==> src/rtl/tt_sweep_ctrl.sv <==
// Purpose: sweeps all 16 {W,X,Y,Z} vectors into a 4-input function unit and counts F mismatches (optional TT_FIRST_FAIL_EN adds first-fail capture).
// Latency: each vector is driven SETTLE cycles then sampled for 1; done pulses 16*(SETTLE+1) edges after the accepting start edge.
// Backpressure: none; start is ignored unless IDLE, abort cancels a running sweep with no done pulse.
module tt_sweep_ctrl #(
    parameter logic [15:0] MINTERM_MASK = 16'hDF03,
    parameter int          SETTLE       = 1
) (
    input  logic       clk,
    input  logic       rst_n,
    input  logic       start,
    input  logic       abort,
    input  logic       f_in,
    output logic [3:0] wxyz,
    output logic       busy,
    output logic       done,
    output logic       pass,
    output logic [4:0] err_count
`ifdef TT_FIRST_FAIL_EN
    ,
    output logic [3:0] first_fail_idx,
    output logic       first_fail_valid
`endif
);

    typedef enum logic [1:0] {S_IDLE, S_DRIVE, S_SAMPLE, S_DONE} state_t;

    localparam logic [3:0] SETTLE_LD = 4'(SETTLE);

    // An out-of-range hold time would make the settle counter wrap or stall.
    if (SETTLE < 1 || SETTLE > 15) begin : g_bad_settle
        $error("tt_sweep_ctrl: SETTLE=%0d outside 1..15", SETTLE);
    end

    state_t     state_q, state_d;
    logic [3:0] idx_q, idx_d;
    logic [3:0] cnt_q, cnt_d;
    logic [4:0] err_q, err_d;
    logic       pass_q, pass_d;
    logic       mismatch;
    logic [4:0] err_inc;
`ifdef TT_FIRST_FAIL_EN
    logic [3:0] ff_idx_q, ff_idx_d;
    logic       ff_vld_q, ff_vld_d;
`endif

    assign mismatch = (f_in != MINTERM_MASK[idx_q]);
    assign err_inc  = mismatch ? (err_q + 5'd1) : err_q;

    // State and datapath registers, all cleared by the async reset.
    always_ff @(posedge clk or negedge rst_n) begin
        if (!rst_n) begin
            state_q  <= S_IDLE;
            idx_q    <= 4'd0;
            cnt_q    <= 4'd0;
            err_q    <= 5'd0;
            pass_q   <= 1'b0;
`ifdef TT_FIRST_FAIL_EN
            ff_idx_q <= 4'd0;
            ff_vld_q <= 1'b0;
`endif
        end else begin
            state_q  <= state_d;
            idx_q    <= idx_d;
            cnt_q    <= cnt_d;
            err_q    <= err_d;
            pass_q   <= pass_d;
`ifdef TT_FIRST_FAIL_EN
            ff_idx_q <= ff_idx_d;
            ff_vld_q <= ff_vld_d;
`endif
        end
    end

    // Next-state: abort beats start in IDLE and cancels DRIVE/SAMPLE; DONE always completes.
    always_comb begin
        state_d = state_q;
        case (state_q)
            S_IDLE:   if (start && !abort) state_d = S_DRIVE;
            S_DRIVE:  if (abort) state_d = S_IDLE;
                      else if (cnt_q == 4'd1) state_d = S_SAMPLE;
            S_SAMPLE: if (abort) state_d = S_IDLE;
                      else if (idx_q == 4'd15) state_d = S_DONE;
                      else state_d = S_DRIVE;
            S_DONE:   state_d = S_IDLE;
            default:  state_d = S_IDLE;
        endcase
    end

    // Datapath: index, settle counter, error count, pass and first-fail capture.
    always_comb begin
        idx_d    = idx_q;
        cnt_d    = cnt_q;
        err_d    = err_q;
        pass_d   = pass_q;
`ifdef TT_FIRST_FAIL_EN
        ff_idx_d = ff_idx_q;
        ff_vld_d = ff_vld_q;
`endif
        case (state_q)
            S_IDLE: if (start && !abort) begin
                idx_d    = 4'd0;
                cnt_d    = SETTLE_LD;
                err_d    = 5'd0;
                pass_d   = 1'b0;
`ifdef TT_FIRST_FAIL_EN
                ff_idx_d = 4'd0;
                ff_vld_d = 1'b0;
`endif
            end
            S_DRIVE: if (!abort && cnt_q != 4'd1) cnt_d = cnt_q - 4'd1;
            // An aborted sample is not counted; the partial count stays as it was.
            S_SAMPLE: if (!abort) begin
                err_d = err_inc;
`ifdef TT_FIRST_FAIL_EN
                if (mismatch && !ff_vld_q) begin
                    ff_idx_d = idx_q;
                    ff_vld_d = 1'b1;
                end
`endif
                // pass is settled on the last sample so it is already valid during DONE.
                if (idx_q == 4'd15) begin
                    pass_d = (err_inc == 5'd0);
                end else begin
                    idx_d = idx_q + 4'd1;
                    cnt_d = SETTLE_LD;
                end
            end
            default: ;
        endcase
    end

    // Outputs decoded from registered state; the vector is parked at 0 outside a sweep.
    always_comb begin
        busy      = (state_q == S_DRIVE) || (state_q == S_SAMPLE);
        done      = (state_q == S_DONE);
        wxyz      = busy ? idx_q : 4'd0;
        pass      = pass_q;
        err_count = err_q;
`ifdef TT_FIRST_FAIL_EN
        first_fail_idx   = ff_idx_q;
        first_fail_valid = ff_vld_q;
`endif
    end

endmodule

==> config.mk <==
export PLATFORM = sky130hd
export DESIGN_NAME = tt_sweep_ctrl
export DESIGN_NICKNAME = d
export VERILOG_FILES = /design/src/rtl/tt_sweep_ctrl.sv
export SDC_FILE = /design/constraint.sdc
export NUM_CORES = 1
export LEC_CHECK = 0
export CAP_MARGIN = 20
export CORE_MARGIN = 1
export CORE_UTILIZATION = 50
export DETAILED_ROUTE_END_ITERATION = 12
export DONT_BUFFER_PORTS = 1
export GPL_TIMING_DRIVEN = 0
export SLEW_MARGIN = 20
export SYNTH_ARGS = -nofsm -noshare
export SYNTH_HDL_FRONTEND = slang
export SYNTH_SLANG_ARGS = --single-unit
==> constraint.sdc <==
create_clock -name clk -period 2.2 [get_ports clk]
set_clock_uncertainty 0.15 [all_clocks]
set_input_delay 0.33 -clock clk [delete_from_list [all_inputs] [get_ports clk]]
set_output_delay 0.33 -clock clk [all_outputs]
set_load 0.1 [all_outputs]
# After elaboration in Yosys (flattened, before gate mapping)
# Memories as Yosys holds them, arrays and structs flattened.
# Index checks and enable logic that the tools add are counted.
# W data, S select, Z words.
# op_classes
n_addsub	3
order_cmp	1
eq_ne	13
muxes	25
reduce_logical	13
# ops
operator	n
$mux W4	8
$mux W5	3
$pmux W4 S3	1
$mux W2	5
$ne A2 B2 Y1 const B	5
$pmux W5 S2	1
$pmux W2 S4	1
$pmux W4 S2	1
$reduce_and A4 Y1	2
$add A5 B1 Y5 const B	1
$logic_not A5 Y1	1
$lt A4 B5 Y1 const B	1
$reduce_and A5 Y1	1
$add A4 B1 Y4 const B	1
$eq A2 B2 Y1 const B	2
$eq A4 B1 Y1 const B	1
$eq A4 B4 Y1 const B	1
$mux W1	4
$ne A4 B1 Y1 const B	1
$sub A4 B1 Y4 const B	1
$ne A3 B3 Y1 const B	1
$reduce_and A3 Y1	1
$reduce_bool A3 Y1	1
$eq A2 B1 Y1 const B	1
8 further kinds	9
# totals
register_bits	16
mem_bits_ro	16
input_bits	5
wordCells	61
memories	1
# mem_list
memory	words	word_bits	rd	rd_ports_with_merged_regs	wr	line	rtl
(no name shown)	16	1	1	0	0	46	assign mismatch = (f_in != MINTERM_MASK[idx_q]);

# Depth between registers and ports, before layout
# depth
word_depth	8
depth_mapped	8
depth_no_buf	7

# Worst setup path after synthesis
# Ideal clock, no wire load.
# synth_timing
path_kind	register -> output
from	reg state_q[0]
to	out wxyz[0]
t_arrival_ns	2.169
setup_slack_ns	-0.449
stages_incl_launch_ff	4
path_cell_list	dfrtp_1 > inv_1 > ha_1 > and2_1
# synth_between
elab_chain_len	3
word_cells_on_any_way	4
cone_classes	eq/ne: 2; mux: 1; reduce/logical: 1
# synth_lines
item	line	rtl
from (decl)	34	state_t state_q, state_d;
from (signal assigned)	62	state_q <= state_d;
$eq A2 B1 Y1 / $eq A2 B2 Y1 (equally long branches)	134	busy = (state_q == S_DRIVE) || (state_q == S_SAMPLE);
$logic_or A1 B1 Y1 (*)	134	
net busy	14	output logic busy,
$mux W4 (*)	136	wxyz = busy ? idx_q : 4'd0;
to (decl)	13	output logic [3:0] wxyz,
# The timed path passes the listed nets; every way through them passes the cells marked *.

# Final worst setup path
# layout_timing
from	reg state_q[0]
to	out wxyz[2]
# The elaborated chain is that of the path after synthesis.

==> flow_metrics.tcl <==
set metrics [dict create \
    yosys.cell_count.top_type "dfrtp_1" \
    synth_top_area_cell "dfrtp_1" \
    crit_arrival_ps 1680 \
    synthTopCellsByCount "dfrtp_1, nor2_1, ha_1, inv_1" \
    setup_violations 0 \
    vias 928 \
    cp.required_ps 1720 \
    cap_violations 0 \
    ys_ff_latch 16 \
    power_leakage_nw 0.550 \
    async_reset_ff_frac 1.00 \
    cpPeakStageDelay_ps 470 \
    cp_max_fo 5 \
    syn_area_sq_um 1150 \
    track_usage 0.219 \
    ios 17 \
    hold_class "in2reg" \
    netlist_top_cells_area "dfrtp_1, ha_1, o21ai_0, nor2_1, inv_1" \
    start_kind "register" \
    antenna_found_initial 0 \
    path_clk_slew_ps 110 \
    cpLargestDelayFamily "adder cells" \
    p_total_w 0.00148 \
    clock_sink_count 16 \
    n_antenna_cell 0 \
    fin_nets 144 \
    max_freq_ghz 0.463 \
    wl_mm 2.38 \
    drc_errors 0 \
    hold_viol_final 0 \
    die_h_um 50.0 \
    drtPass1Iterations 2 \
    cp-startpoint "state_q[0]" \
    synth_edf_count 0 \
    period_share 0.981 \
    design_area_sq_um 1280 \
    portBuffers 0 \
    end_kind "output pin" \
    synthCells 122 \
    die_w_um 50.0 \
    wl_per_cell_um 15.2 \
    cts_root_buf "clkbuf_4" \
    yosysSeqAreaShare 0.347 \
    yosysTopAreaCellShare 0.347 \
    clkLatencyLatePin_ps 290 \
    grt_pass1_vias 880 \
    power.density_nw_per_um2 1150 \
    ant_nets 0 \
    dp_hpwl_mm 1.66 \
    drt_iter0_markers 8 \
    h-tree-depth 1 \
    status "completed" \
    peakVddDrop_mv 1.03 \
    min_from "abort" \
    grt.overflow.total 0 \
    grt_pass1_wl_mm 4.05 \
    worstMarginPinSlew_ps 932 \
    synth_cell_type_count 47 \
    cts_buffer_depth 2 \
    area_delta_synth_final_pct 11.3 \
    core_sq_um 2190 \
    rsz0062_at_grt "no" \
    placed_area_sq_um 1200 \
    rows 17 \
    cts_buffers 3 \
    avgSynthCellArea_sq_um 9.45 \
    synth-main-ff-cell "dfrtp_1" \
    r2r_start "state_q[1]" \
    crit_chain "inv_2 -> ha_4 -> and2_4" \
    cts_tree "yes" \
    min_period_ps 2160 \
    viasPerCell 5.91 \
    gp_congestion 0.748 \
    drive_above_1_share 0.256 \
    ys_warn_count 0 \
    floorplan.die_area_sq_um 2500 \
    slew_viol_final 0 \
    synth.net_count 136 \
    slew_headroom 0.378 \
    grt_start_max_net_pins 17 \
    worst_path_max_delay_cell "ha_4" \
    initial_utilization 0.526 \
    crit_type "reg2out" \
    crit_buf_inv 1 \
]
## repair_timing
item | in CTS | in global routing
hold buffers | 1 | 0
pin swaps | 0 | 3
gates resized for setup | 9 | 5
cloned | 0 | 0
endpoints found under the hold margin | 16 | 0
buffers inserted | 0 | 2
endpoints found under the setup margin | 6 | 6
## final timing paths
kind                       slack, ps      endpoint  depth (start not counted)
min                               40    state_q[1]                          2
min reg2reg                      400      cnt_q[1]                          1
max in group asynchronous        980  err_count[2]                          1
max reg2reg                      110      cnt_q[2]                          6
max                               40       wxyz[2]                          3
min in group asynchronous        400    state_q[1]                          1
## layout make-up
| cell class | count | area, sq um |
|---|---|---|
| Fill cell | 195 | 908 |
| Clock buffer | 4 | 36.3 |
| Inverter | 9 | 33.8 |
| Tap cell | 28 | 35.0 |
| Multi-Input combinational cell | 95 | 729 |
| Sequential cell | 16 | 407 |
| Buffer | 2 | 16.3 |
| Timing Repair Buffer | 3 | 25.0 |
## cells in the final DEF (no fill, tap or decap), types with 2 or more instances in the layout
cell,instances
nand2b_1,3
mux2_2,2
nor2_1,9
nand3_1,4
and2_4,4
o21ai_1,4
inv_2,2
nand2_1,8
o21ai_0,8
buf_4,2
xnor2_1,2
ha_1,7
a22o_1,3
dfrtp_1,11
inv_1,7
clkbuf_4,3
dfrtp_2,5
a21oi_1,6
## layer usage
metal / global-route usage / up-vias / share of wire
li1: - / 453 / -
met1: 0.307 / 453 / 0.49
met2: 0.322 / 18 / 0.46
met3: 0.0463 / 4 / 0.039
met4: 0.0905 / 0 / 0.012
met5: 0 / - / 0
## power by group
part / switching (W) / internal [W] / total, W
Clock: 0.000105 / 0.000101 / 0.000205
Combinational: 0.000547 / 0.000281 / 0.000828
Sequential: 0.000106 / 0.000336 / 0.000442
## stage by stage
stage	instances	setup TNS [ps]	hold WS, ps	worst slack (ps)	util
after floorplan	122	0	-116	9.00	-
after global placement	150	-118	-115	-118	0.546
after detailed placement	150	-191	-115	-139	0.546
after CTS	155	0	33.2	10.6	0.577
after global routing	157	0	46.3	4.79	0.585
final	157	0	40.2	40.9	0.585
## flip-flops by register name, indices dropped and copies added (netlist names)
name and flops:
idx_q 4, cnt_q 4, pass 1, state_q 2, err_count 5
## logic make-up after synthesis
family,share of synthesized area
buffers and inverters,0.0423
XOR/XNOR,0.0228
flip-flops,0.347
adder cells (fa/ha/maj),0.0977
AND/OR/NAND/NOR,0.203
multiplexers,0.0282
AO/OA/AOI/OAI,0.258
No activity file was read; power rests on OpenSTA's default activity.
